==> config.mk <==
export PLATFORM = sky130hd
export DESIGN_NAME = spi_slave_tx_sequencer
export DESIGN_NICKNAME = d
export VERILOG_FILES = /design/src/rtl/spi_slave_tx_sequencer.sv
export SDC_FILE = /design/constraint.sdc
export NUM_CORES = 1
export LEC_CHECK = 0
export BUFFER_PORTS_ARGS = -buffer_cell sky130_fd_sc_hd__buf_4
export CORE_MARGIN = 10
export CORE_UTILIZATION = 28
export CTS_BUF_LIST = sky130_fd_sc_hd__clkbuf_8
export CTS_CLUSTER_DIAMETER = 100
export DETAILED_ROUTE_END_ITERATION = 12
export GPL_TIMING_DRIVEN = 0
export SYNTH_ARGS = -nofsm -noshare
export SYNTH_HDL_FRONTEND = slang
export SYNTH_SLANG_ARGS = --single-unit
==> constraint.sdc <==
create_clock -name clk -period 1.7 [get_ports clk]
set_input_delay 0.17 -clock clk [delete_from_list [all_inputs] [get_ports clk]]
set_output_delay 0.17 -clock clk [all_outputs]
set_load 0.02 [all_outputs]
==> src/rtl/spi_slave_tx_sequencer.sv <==
// spi_slave_tx_sequencer
//   Mode-0 SPI slave frame controller. One transmit word is latched per
//   chip-select frame. The word goes to an external 16:1 bit mux, and the mux
//   select is stepped MSB-first on SCLK falling edges to produce MISO. MOSI is
//   shifted in on SCLK rising edges, and each completed word is handed to the
//   core.
// Ports:
//   clk, rst_n       system clock, synchronous active-low reset
//   sclk, cs_n, mosi SPI pins (asynchronous to clk)
//   miso             registered slave-out bit
//   mux_word/mux_sel frame word and bit select sent to the external mux
//   mux_out          selected bit returned from the mux
//   tx_data/valid/ready  core transmit handshake into the holding register
//   rx_data/rx_valid last received word and its one-clk update pulse
//   underrun, abort  one-clk status pulses
//   busy             frame in progress (ACTIVE or DONE)
module spi_slave_tx_sequencer #(
  parameter int WORD_BITS   = 16,
  parameter int SEL_W       = 4,
  parameter int SYNC_STAGES = 2
) (
  input  logic                 clk,
  input  logic                 rst_n,
  input  logic                 sclk,
  input  logic                 cs_n,
  input  logic                 mosi,
  output logic                 miso,
  output logic [WORD_BITS-1:0] mux_word,
  output logic [SEL_W-1:0]     mux_sel,
  input  logic                 mux_out,
  input  logic [WORD_BITS-1:0] tx_data,
  input  logic                 tx_valid,
  output logic                 tx_ready,
  output logic [WORD_BITS-1:0] rx_data,
  output logic                 rx_valid,
  output logic                 underrun,
  output logic                 abort,
  output logic                 busy
);

  localparam int               CNT_W    = $clog2(WORD_BITS + 1);
  localparam logic [SEL_W-1:0] SEL_TOP  = SEL_W'(WORD_BITS - 1);
  localparam logic [CNT_W-1:0] CNT_LAST = CNT_W'(WORD_BITS - 1);

  typedef enum logic [1:0] {IDLE, ACTIVE, DONE} state_t;

  state_t state, state_nxt;

  logic [SYNC_STAGES-1:0] sclk_sync, cs_sync, mosi_sync;
  logic                   sclk_d, cs_d;
  logic                   sclk_s, cs_s, mosi_s;
  logic                   sclk_rise, sclk_fall, cs_fall, cs_rise;

  logic [WORD_BITS-1:0]   hold_q;
  logic                   hold_full;
  logic                   tx_hs;
  logic                   frame_start;
  logic [WORD_BITS-1:0]   rx_shift;
  logic [CNT_W-1:0]       bit_cnt;

  // Input synchronizers and one-clk delayed copies for edge detection.
  always_ff @(posedge clk) begin
    if (!rst_n) begin
      sclk_sync <= '0;
      cs_sync   <= '1;
      mosi_sync <= '0;
      sclk_d    <= 1'b0;
      cs_d      <= 1'b1;
    end else begin
      sclk_sync[0] <= sclk;
      cs_sync[0]   <= cs_n;
      mosi_sync[0] <= mosi;
      for (int unsigned i = 1; i < SYNC_STAGES; i++) begin
        sclk_sync[i] <= sclk_sync[i-1];
        cs_sync[i]   <= cs_sync[i-1];
        mosi_sync[i] <= mosi_sync[i-1];
      end
      sclk_d <= sclk_s;
      cs_d   <= cs_s;
    end
  end

  assign sclk_s    = sclk_sync[SYNC_STAGES-1];
  assign cs_s      = cs_sync[SYNC_STAGES-1];
  assign mosi_s    = mosi_sync[SYNC_STAGES-1];
  assign sclk_rise = sclk_s & ~sclk_d;
  assign sclk_fall = ~sclk_s & sclk_d;
  assign cs_fall   = ~cs_s & cs_d;
  assign cs_rise   = cs_s & ~cs_d;

  assign tx_hs       = tx_valid & ~hold_full;
  assign frame_start = (state == IDLE) && cs_fall;

  // Holding register. A frame start consumes the contents present before
  // this clk, so a same-clk handshake lands in the register for the next frame.
  always_ff @(posedge clk) begin
    if (!rst_n) begin
      hold_q    <= '0;
      hold_full <= 1'b0;
    end else if (tx_hs) begin
      hold_q    <= tx_data;
      hold_full <= 1'b1;
    end else if (frame_start) begin
      hold_full <= 1'b0;
    end
  end

  always_ff @(posedge clk) begin
    if (!rst_n) state <= IDLE;
    else        state <= state_nxt;
  end

  // A cs_n rise wins over an sclk edge in the same clk.
  always_comb begin
    state_nxt = state;
    unique case (state)
      IDLE:   if (cs_fall) state_nxt = ACTIVE;
      ACTIVE: begin
        if (cs_rise)                               state_nxt = IDLE;
        else if (sclk_rise && bit_cnt == CNT_LAST) state_nxt = DONE;
      end
      DONE:   if (cs_rise) state_nxt = IDLE;
      default: state_nxt = IDLE;
    endcase
  end

  always_comb begin
    busy     = (state != IDLE);
    tx_ready = ~hold_full;
  end

  always_ff @(posedge clk) begin
    if (!rst_n) begin
      miso     <= 1'b0;
      mux_word <= '0;
      mux_sel  <= SEL_TOP;
      rx_data  <= '0;
      rx_valid <= 1'b0;
      underrun <= 1'b0;
      abort    <= 1'b0;
      rx_shift <= '0;
      bit_cnt  <= '0;
    end else begin
      rx_valid <= 1'b0;
      underrun <= 1'b0;
      abort    <= 1'b0;
      miso     <= (state != IDLE) ? mux_out : 1'b0;
      unique case (state)
        IDLE: begin
          if (cs_fall) begin
            mux_word <= hold_full ? hold_q : '0;
            underrun <= ~hold_full;
            mux_sel  <= SEL_TOP;
            bit_cnt  <= '0;
            rx_shift <= '0;
          end
        end
        ACTIVE: begin
          if (cs_rise) begin
            abort    <= 1'b1;
            rx_shift <= '0;
          end else if (sclk_rise) begin
            rx_shift <= {rx_shift[WORD_BITS-2:0], mosi_s};
            bit_cnt  <= bit_cnt + CNT_W'(1);
            if (bit_cnt == CNT_LAST) begin
              rx_data  <= {rx_shift[WORD_BITS-2:0], mosi_s};
              rx_valid <= 1'b1;
            end
          end else if (sclk_fall) begin
            mux_sel <= (mux_sel == '0) ? SEL_TOP : mux_sel - SEL_W'(1);
          end
        end
        DONE: begin
        end
        default: begin
        end
      endcase
    end
  end

endmodule
==> summary.txt <==
Cells and area
  – Share of layout cells above drive strength 1: 0.3244
  – Register Area: 0.001744 mm^2
  – Most common library cell in the layout ignoring fill and taps: dfxtp_1
  – Layout Cells excl Fill: between 500 and 600
  – Final non-filler cell area: 0.004544 mm^2
  – Multi-input logic area: 0.001580 mm^2
  – ANT cells: 0
  – Fill count: ~1100
  – Fin nets: 471
  – Most frequent cells in the layout: 85 x dfxtp_1, 82 x nand2_1, 76 x buf_4, 17 x a21boi_0, 16 x a22o_1
  – Area Growth Syn to Fin: 37.94%

Clocking
  – Root Driver: clkbuf_8
  – Sink Count: 87
  – Max clock buf depth: 2
  – H-tree depth: 3
  – Reg clk slew, reported paths: 90 ps
  – Clk Latency, worst-skew pair: around 360 ps
  – CTS Buf Count: 9
  – CTS tree: built

Route
  – Routed wire length: between 8000 and 9000 um
  – Number of remaining DRC errors: 0
  – Vias post-DR: 2685
  – Avg Vias per Cell: 4.528
  – Antenna Violating Nets Remaining: 0
  – Router iterations before antenna repair: 4
  – 1st-iter DRT viols: 158
  – WL/cell: around 14 um

Yosys
  – Synth cell types: 42
  – Syn Area/Cell: 9.333 um^2
  – Primary FF master, synth: dfxtp_1
  – Post-synth ARST share: 0
  – Ys Warns: 0
  – EDFF count, synth: 0
  – Syn Nets: ~380
  – Yosys reg bits: 87
  – Syn Inst Count: 353
  – Seq/Total Area, Yosys: 0.5287
  – Mapped cell area: approximately 0.0033 mm^2

Placement
  – Routability cong.: 0.7734
  – Placed instance count: 559
  – Place WS: -226.2 ps
  – Placed cell area: 0.003991 mm^2
  – PortBufs: 63
  – Detailed Place HPWL: slightly below 6000 um

Power
  – P_int: 2872 uW
  – LEAKAGE: 0.001860 uW
  – Sw frac: 0.2401
  – Peak supply drop: 0.4001 mV
  – Switching power: 907.5 uW
  – Flop pwr share: 0.555
  – Pwr Density: 831.6 mW/mm^2
  – Power consumption: 3779 uW
  – Clk pwr share: 0.378
  – Power share of the combinational group: 0.067

Outcome
  – Outcome: complete, but fails checks
  – Failing checks: setup timing

STA
  – Hold Fails Final Rpt: 0
  – Final Cycle Share: 1.026
  – RSZ-0062 raised after global routing: true
  – Worst-margin pin slew: roughly 530 ps
  – Max Slew Vio Count: 0
  – Headroom to the max-slew limit: 0.6476
  – Final WS setup: -43.70 ps
  – Final Critical Period: 1744 ps
  – Maximum clock frequency: 0.5735 GHz
  – Clock skew: 7.626 ps
  – Setup-failing EPs final: 16

Setup path
  – Critical Path Sink Type: register
  – Cells on worst reg2reg path: 9
  – R2r startpoint: bit_cnt[0]$_SDFFE_PN0P_
  – Crit path kind: reg -> reg
  – Critical Path RT: 1950 ps
  – Crit path max fanout: 4
  – Critical Path Start: bit_cnt[0]$_SDFFE_PN0P_
  – WP data arrival: 2000 ps
  – Worst r2r dst: rx_data[0]$_SDFFE_PN0P_
  – CP Launch Type: register
  – End of the critical path: rx_data[0]$_SDFFE_PN0P_
  – R2r setup slk: -40 ps

Global route
  – GRT Total Usage: 0.1012
  – Vias in the first global route: ~2700
  – GRT overflow: 0
  – Initial antenna violation count: 0
  – Largest net degree at the start of global routing: 16
  – First-pass GRT wire length: ~13000 um

Job
  – Max Cap Viol: 0

Floorplan
  – Top Ports: 65
  – Initial Util: 0.2873
  – Die Area: 0.01650 mm^2
  – Core area: 0.01147 mm^2
  – Die W: roughly 130 um
  – Row cnt: 39
  – Die Ht: 128.5 um

Hold path
  – Min-delay src: sclk
  – Worst Hold Class: in -> reg
==> area by class of cell <==
type                            instances  share of cell area
Inverter                                9            0.007434
Sequential cell                        87              0.3838
Timing Repair Buffer                   82              0.1481
Buffer                                 22             0.03001
Tap cell                              143             0.03937
Multi-Input combinational cell        234              0.3477
Clock inverter                          7             0.01624
Clock buffer                            9             0.02726
==> layer usage <==
| layer | GRT usage | wire, um | up-vias | share of wire |
|---|---|---|---|---|
| met5 | 0 | 0 | - | 0 |
| met4 | 0.04305 | 187 | 0 | 0.022 |
| met3 | 0.03860 | 529 | 13 | 0.064 |
| met2 | 0.1666 | 3935 | 48 | 0.47 |
| met1 | 0.1150 | 3663 | 1257 | 0.44 |
| li1 | - | - | 1367 | - |
==> per-stage QoR <==
| step | util | hold WS, ps | TNS (ps) |
|---|---|---|---|
| 2_1_floorplan | - | 271.5 | -72.43 |
| 3_3_place_gp | 0.3481 | 355.3 | -2221 |
| 3_5_place_dp | 0.3481 | 360.2 | -2859 |
| 4_1_cts | 0.3824 | 3.429 | -1554 |
| 5_1_grt | 0.3963 | 11.63 | -1891 |
| 6_report | 0.3963 | 14.69 | -446.3 |
==> worst min-delay path by stage <==
stage                     slack [ps]  cells past startpoint                       to
final                             10                      2  sclk_sync[0]$_SDFF_PN0_
after global routing              10                      2  sclk_sync[0]$_SDFF_PN0_
after CTS                          3                      2  sclk_sync[0]$_SDFF_PN0_
after detailed placement         360                      2    cs_sync[0]$_SDFF_PN1_
after global placement           360                      2    cs_sync[0]$_SDFF_PN1_
after floorplan                  270                      1    cs_sync[0]$_SDFF_PN1_
==> cell usage after synthesis (2+ instances only) <==
cell	n	area, um^2
a21boi_0	29	217.7
a21boi_1	5	37.54
a21oi_1	3	15.01
a22o_1	16	140.1
a31oi_1	3	18.77
and2_1	6	37.54
and3_1	5	31.28
buf_2	7	35.03
buf_4	2	15.01
clkbuf_1	12	45.04
dfxtp_1	87	1742
ha_1	3	37.54
inv_1	9	33.78
mux2i_1	15	150.1
nand2_1	99	371.6
nand2b_1	8	50.05
nand3_1	2	10.01
nand3b_1	2	15.01
nor2_1	4	15.01
nor2b_1	3	18.77
nor3b_1	3	22.52
o21a_1	3	22.52
o21ai_0	4	20.02
or2_2	2	12.51
or3_1	4	25.02
==> critical path, cell delays in order, from the launching register on <==
cell	delay (ps)
dfxtp_2	360
ha_4	120
and3_4	180
ha_4	120
nand3b_1	120
or3_1	340
buf_6	150
buf_6	130
nand2_2	70
a21boi_2	50
==> power groups by stage <==
stage	sequential [uW]	combinational (uW)	clock, uW
6_report	2100	253	1430
4_1_cts	2100	247	1490
2_1_floorplan	2140	142	0
5_1_grt	2100	284	1560
3_5_place_dp	2140	238	0
3_3_place_gp	2140	235	0
==> kinds of logic (layout without fill, tap and decap cells) <==
kind of cell / Yosys count / count (layout) / synth area share
AO/OA/AOI/OAI: 71 / 71 / 0.1652
XOR/XNOR: 1 / 1 / 0.002659
buffers and inverters: 32 / 129 / 0.04367
AND/OR/NAND/NOR: 144 / 144 / 0.2028
multiplexers: 15 / 15 / 0.04557
flip-flops: 87 / 87 / 0.5287
adder cells (fa/ha/maj): 3 / 3 / 0.01140
==> registers in the layout, summed over array words and instances (netlist names) <==
register   cells
abort          1
bit_cnt        5
cs_d           1
cs_sync        2
hold_full      1
hold_q        16
miso           1
mosi_sync      2
mux_sel        4
mux_word      16
rx_data       16
rx_shift      15
rx_valid       1
sclk_d         1
sclk_sync      2
state          2
underrun       1
==> repair_timing <==
action                                 in CTS  in global routing
gates cloned                                2                  0
setup buffers                              10                  7
setup endpoints to repair                  30                 53
gates resized for setup                    28                 36
hold buffers                                1                  0
endpoints found under the hold margin       1                  0
pin swaps                                  29                 16
No activity file was read; power rests on OpenSTA's default activity.
